File: src/rtl/ahfp_cordic_arbiter.sv
// Round-robin arbiter sharing one pipelined ahfp_cordic between two requesters.
// A tag shift register matched to the CORDIC latency steers each result back to its issuer.
module ahfp_cordic_arbiter #(
    parameter int unsigned CORDIC_LATENCY  = 8,
    parameter int unsigned MAX_OUTSTANDING = 4
) (
    input  logic        clk,
    input  logic        reset,

    input  logic        req0_valid,
    output logic        req0_ready,
    input  logic [31:0] req0_x,
    input  logic [31:0] req0_y,
    input  logic [31:0] req0_theta,

    input  logic        req1_valid,
    output logic        req1_ready,
    input  logic [31:0] req1_x,
    input  logic [31:0] req1_y,
    input  logic [31:0] req1_theta,

    output logic        rsp0_valid,
    output logic [31:0] rsp0_x_cos,
    output logic [31:0] rsp0_y_sin,

    output logic        rsp1_valid,
    output logic [31:0] rsp1_x_cos,
    output logic [31:0] rsp1_y_sin,

    output logic [31:0] cordic_x_start,
    output logic [31:0] cordic_y_start,
    output logic [31:0] cordic_theta,
    input  logic [31:0] cordic_x_cos,
    input  logic [31:0] cordic_y_sin,

    output logic        busy
);

    localparam logic [3:0] MAX_CNT = 4'(MAX_OUTSTANDING);

    typedef enum logic {
        RR_REQ0 = 1'b0,
        RR_REQ1 = 1'b1
    } rr_e;

    rr_e        rr, rr_next;
    logic [3:0] outstanding0, outstanding1;
    logic       elig0, elig1;
    logic       grant0, grant1;

    // Stage k holds the tag for the operation issued k+1 cycles ago; the last
    // stage lines up with the CORDIC output for that operation.
    logic [CORDIC_LATENCY:0] tag_valid;
    logic [CORDIC_LATENCY:0] tag_id;
    logic                    exit_valid;
    logic                    exit_id;

    assign exit_valid = tag_valid[CORDIC_LATENCY];
    assign exit_id    = tag_id[CORDIC_LATENCY];

    always_comb begin
        elig0   = req0_valid && (outstanding0 < MAX_CNT);
        elig1   = req1_valid && (outstanding1 < MAX_CNT);
        grant0  = 1'b0;
        grant1  = 1'b0;
        rr_next = rr;
        if (elig0 && (!elig1 || rr == RR_REQ0)) begin
            grant0  = 1'b1;
            rr_next = RR_REQ1;
        end else if (elig1) begin
            grant1  = 1'b1;
            rr_next = RR_REQ0;
        end
    end

    assign req0_ready = grant0;
    assign req1_ready = grant1;

    always_ff @(posedge clk) begin
        if (reset) begin
            rr <= RR_REQ0;
        end else begin
            rr <= rr_next;
        end
    end

    always_ff @(posedge clk) begin
        if (reset) begin
            cordic_x_start <= '0;
            cordic_y_start <= '0;
            cordic_theta   <= '0;
        end else if (grant0) begin
            cordic_x_start <= req0_x;
            cordic_y_start <= req0_y;
            cordic_theta   <= req0_theta;
        end else if (grant1) begin
            cordic_x_start <= req1_x;
            cordic_y_start <= req1_y;
            cordic_theta   <= req1_theta;
        end
    end

    always_ff @(posedge clk) begin
        if (reset) begin
            tag_valid <= '0;
            tag_id    <= '0;
        end else begin
            tag_valid <= {tag_valid[CORDIC_LATENCY-1:0], grant0 | grant1};
            tag_id    <= {tag_id[CORDIC_LATENCY-1:0], grant1};
        end
    end

    always_ff @(posedge clk) begin
        if (reset) begin
            rsp0_valid <= 1'b0;
            rsp0_x_cos <= '0;
            rsp0_y_sin <= '0;
            rsp1_valid <= 1'b0;
            rsp1_x_cos <= '0;
            rsp1_y_sin <= '0;
        end else begin
            rsp0_valid <= exit_valid && !exit_id;
            rsp1_valid <= exit_valid && exit_id;
            if (exit_valid && !exit_id) begin
                rsp0_x_cos <= cordic_x_cos;
                rsp0_y_sin <= cordic_y_sin;
            end
            if (exit_valid && exit_id) begin
                rsp1_x_cos <= cordic_x_cos;
                rsp1_y_sin <= cordic_y_sin;
            end
        end
    end

    // Decrement on the response strobe cycle, so a requester at its limit can
    // handshake again only from the following cycle.
    always_ff @(posedge clk) begin
        if (reset) begin
            outstanding0 <= '0;
            outstanding1 <= '0;
        end else begin
            case ({grant0, rsp0_valid})
                2'b10:   outstanding0 <= outstanding0 + 4'd1;
                2'b01:   if (outstanding0 != '0) outstanding0 <= outstanding0 - 4'd1;
                default: outstanding0 <= outstanding0;
            endcase
            case ({grant1, rsp1_valid})
                2'b10:   outstanding1 <= outstanding1 + 4'd1;
                2'b01:   if (outstanding1 != '0) outstanding1 <= outstanding1 - 4'd1;
                default: outstanding1 <= outstanding1;
            endcase
        end
    end

    assign busy = (|tag_valid) || (outstanding0 != '0) || (outstanding1 != '0);

endmodule
File: config.mk
export PLATFORM = sky130hd
export DESIGN_NAME = ahfp_cordic_arbiter
export DESIGN_NICKNAME = d
export VERILOG_FILES = /design/src/rtl/ahfp_cordic_arbiter.sv
export SDC_FILE = /design/constraint.sdc
export NUM_CORES = 1
export LEC_CHECK = 0
export BUFFER_PORTS_ARGS = -buffer_cell sky130_fd_sc_hd__buf_2
export CAP_MARGIN = 5
export CORE_AREA = 2 2 191 193
export DETAILED_ROUTE_END_ITERATION = 10
export DIE_AREA = 0 0 193 195
export PLACE_DENSITY = 0.54
export SYNTH_ARGS = -nofsm -noshare
export SYNTH_HDL_FRONTEND = slang
export SYNTH_SLANG_ARGS = --single-unit
File: constraint.sdc
create_clock -name clk -period 5.17 [get_ports clk]
set_input_delay 1.034 -clock clk [delete_from_list [all_inputs] [get_ports clk]]
set_output_delay 1.034 -clock clk [all_outputs]
set_load 0.02 [all_outputs]
==> run_results.csv <==
group,metric,value,unit
job,cap_violations,0,
timing,max-slew-margin-rel,33.3,%
clocking,cts_hold_buf,0,
cells_and_area,drive_above_1_share,39.1,%
setup_path,critical_path_buf_inv_count,3,
timing,fin_crit,3.38,ns
setup_path,cp-start-kind,"primary input",
routing,drtAntennaViolNets,0,
timing,holdWs,0.436,ns
synthesis,synth_common_cells,"nand2_1 (260), dfxtp_1 (253), a21oi_1 (130), mux2i_1 (99), o2bb2ai_1 (86)",
global_route,grt_first_pass_wirelength,49000,um
routing,drtPass1Iterations,6,
floorplanning,start_util,26.8,%
timing,finClkSkew,0.0101,ns
setup_path,startpoint,"req0_valid",
status,outcome,"finished clean",
global_route,antenna_found_initial,26,
setup_path,cp.required,4.14,ns
clocking,cts-resized-gates,0,
synthesis,ys_ff_latch,253,
timing,setup_tns,0,ns
synthesis,synth_top_cell_area_share,53.4,%
timing,hold_viol_final,0,
setup_path,worstReg2RegStart,"outstanding1[2]$_SDFFE_PP0P_",
setup_path,crit_path_frequent_cell,"buf_2",
pwr,p_leak,5.98,nW
cells_and_area,syn_to_final_growth,39.6,%
clocking,insertion_delay,0.55,ns
global_route,grt_pass1_vias,8669,
synthesis,yosysMostFrequentCell,"nand2_1",
synthesis,synthesis.nets,1256,
synthesis,avgSynthCellArea,9.55,um^2
global_route,grt_usage,16.7,%
routing,drc_errors,0,
floorplanning,dieArea,37600,um^2
worst_hold_path,hold_path_class,"reg2reg",
place,gp_congestion,0.790,
routing,drt-initial-drc-count,263,
setup_path,cp-end-kind,"primary output",
timing,max_freq,296,MHz
routing,routed_via_density,4.59,
worst_hold_path,min_from,"tag_id[0]$_SDFF_PP0_",
place,io_buffers,488,
clocking,numCtsBuffers,29,
synthesis,netlist-cell-type-count,37,
synthesis,async_flop_share,0,%
routing,wl,33600,um
setup_path,crit_type,"in2out",
synthesis,yosysTopAreaCell,"dfxtp_1",
setup_path,cpMaxStageDelayCell,"or3b_4",
timing,worst_pin_slew,1.00,ns
clocking,post_cts_buffers,0,
setup_path,critPathMaxStageDelay,0.40,ns
synthesis,yosys_warnings,0,
clocking,tritoncts,"yes",
cells_and_area,nets,1705,
synthesis,syn_inst,994,
synthesis,syn_area,9490,um^2
floorplanning,core_area,35400,um^2
synthesis,ys.flop_type,"dfxtp_1",
clocking,htreeDepth,1,
global_route,grt-ovfl-total,0,
setup_path,arrival,2.35,ns
clocking,cts_sinks,253,
clocking,clk_pin_slew,0.05,ns
floorplanning,dieHeight,195,um
timing,maxSlewViolCount,0,
global_route,grt_max_degree,90,
clocking,cts_buffer_depth,3,
timing,finalSetupViolCount,0,
synthesis,synthTopCellsByArea,"dfxtp_1 (53%), mux2i_1 (10%), nand2_1 (10%), o2bb2ai_1 (7.9%), a21oi_1 (6.9%)",
routing,num_vias,8909,
routing,wl_per_cell,17.3,um
cells_and_area,final.fill_count,3727,
setup_path,crit_chain,"buf_2, or3b_4, a21oi_4, buf_4, buf_2",
pwr,vdd_ir_drop_max,216,uV
place,dp_hpwl,24400,um
synthesis,synth_seq_area_share,53.4,%
timing,fin_crit_sh,65.4,%
clocking,ctsRootBufferMaster,"clkbuf_16",
setup_path,crit_fanout,24,
setup_path,cp_top_family,"buffers and inverters",
synthesis,synth-edff-count,0,
floorplanning,boundaryPins,489,
timing,rsz0062_at_grt,"no",
floorplanning,rows,69,
floorplanning,die_width,193,um
pwr,power.density,345,nW/um^2
[stage by stage]
step | cells | power [mW] | cell area [um^2] | utilization (%) | setup WS (ns)
floorplan | 994 | 2.38 | 9490 | - | 2.21
global placement | 1873 | 2.60 | 12300 | 34.6 | 1.82
detailed placement | 1873 | 2.60 | 12300 | 34.6 | 1.80
CTS | 1925 | 4.65 | 13200 | 37.3 | 1.79
global route | 1937 | 4.78 | 13200 | 37.4 | 1.73
finish | 1941 | 4.57 | 13200 | 37.4 | 1.79
[power breakdown]
part / leakage [nW] / switching [mW] / internal (mW) / total [mW]
Sequential: 2.06 / 0.0425 / 2.02 / 2.06
Combinational: 3.44 / 0.284 / 0.206 / 0.490
Clock: 0.474 / 0.813 / 1.21 / 2.02
Total: 5.98 / 1.14 / 3.43 / 4.57
[sequential cells by signal, summed over array words and instances, names as in the netlist]
name	flops
rr	1
tag_valid	9
rsp0_valid	1
rsp1_y_sin	32
cordic_theta	32
outstanding1	4
outstanding0	4
tag_id	9
cordic_y_start	32
rsp0_x_cos	32
rsp0_y_sin	32
rsp1_valid	1
rsp1_x_cos	32
cordic_x_start	32
[logic make-up (layout without fill, tap and decap cells)]
| kind of cell | after synthesis | in the layout | share of synthesized area (%) |
|---|---|---|---|
| AO/OA/AOI/OAI | 234 | 234 | 17.1 |
| XOR/XNOR | 4 | 4 | 0.369 |
| adder cells (fa/ha/maj) | 2 | 2 | 0.264 |
| buffers and inverters | 84 | 554 | 4.06 |
| flip-flops | 253 | 253 | 53.4 |
| multiplexers | 106 | 106 | 11.3 |
| other | 0 | 16 | 0 |
| AND/OR/NAND/NOR | 311 | 311 | 13.6 |
[worst register-to-register path, cell delays in order (launching register included)]
cell	delay [ns]
dfxtp_1	0.47
nor3b_4	0.10
a21oi_1	0.21
or2_4	0.75
buf_4	0.51
o2bb2ai_1	0.13
[path summary, 6_finish.rpt]
kind | to | cells past startpoint | slack (ns)
worst max-delay path | req0_ready | 5 | 1.79
worst max register to register | cordic_y_start[21]$_SDFFE_PP0P_ | 5 | 2.89
worst min-delay path | tag_id[1]$_SDFF_PP0_ | 1 | 0.44
worst min register to register | tag_id[1]$_SDFF_PP0_ | 1 | 0.44
[area by class of cell]
type / count / area [um^2] / area share, %
Tap cell: 461 / 577 / 4.35
Sequential cell: 253 / 5060 / 38.2
Clock buffer: 42 / 865 / 6.53
Inverter: 5 / 18.8 / 0.142
Clock inverter: 10 / 88.8 / 0.671
Antenna cell: 16 / 40.0 / 0.302
Timing Repair Buffer: 497 / 2520 / 19.1
Multi-Input combinational cell: 657 / 4070 / 30.7
[cell usage in the layout, fill, tap and decap left out, types with 3 or more instances in the layout]
master	count
nor3_1	4
clkinv_2	5
buf_2	487
nand2_1	259
clkbuf_16	29
buf_4	9
nor2_1	10
xnor2_1	3
diode_2	16
o2bb2ai_1	86
clkbuf_1	4
dfxtp_1	253
mux2_2	7
clkbuf_8	9
o2bb2ai_2	10
inv_1	5
nor2b_1	25
mux2i_1	99
a21oi_1	130
[routing by layer]
| layer | global-route usage [%] | part of all wire (%) | vias to the layer above | wire length, um |
|---|---|---|---|---|
| li1 | - | - | 4348 | - |
| met1 | 18.6 | 38 | 4132 | 12900 |
| met2 | 27.8 | 47 | 353 | 15900 |
| met3 | 7.42 | 12 | 62 | 3980 |
| met4 | 6.59 | 2.0 | 14 | 677 |
| met5 | 0 | 0.26 | - | 87 |
(Power assumes the default switching activity.)
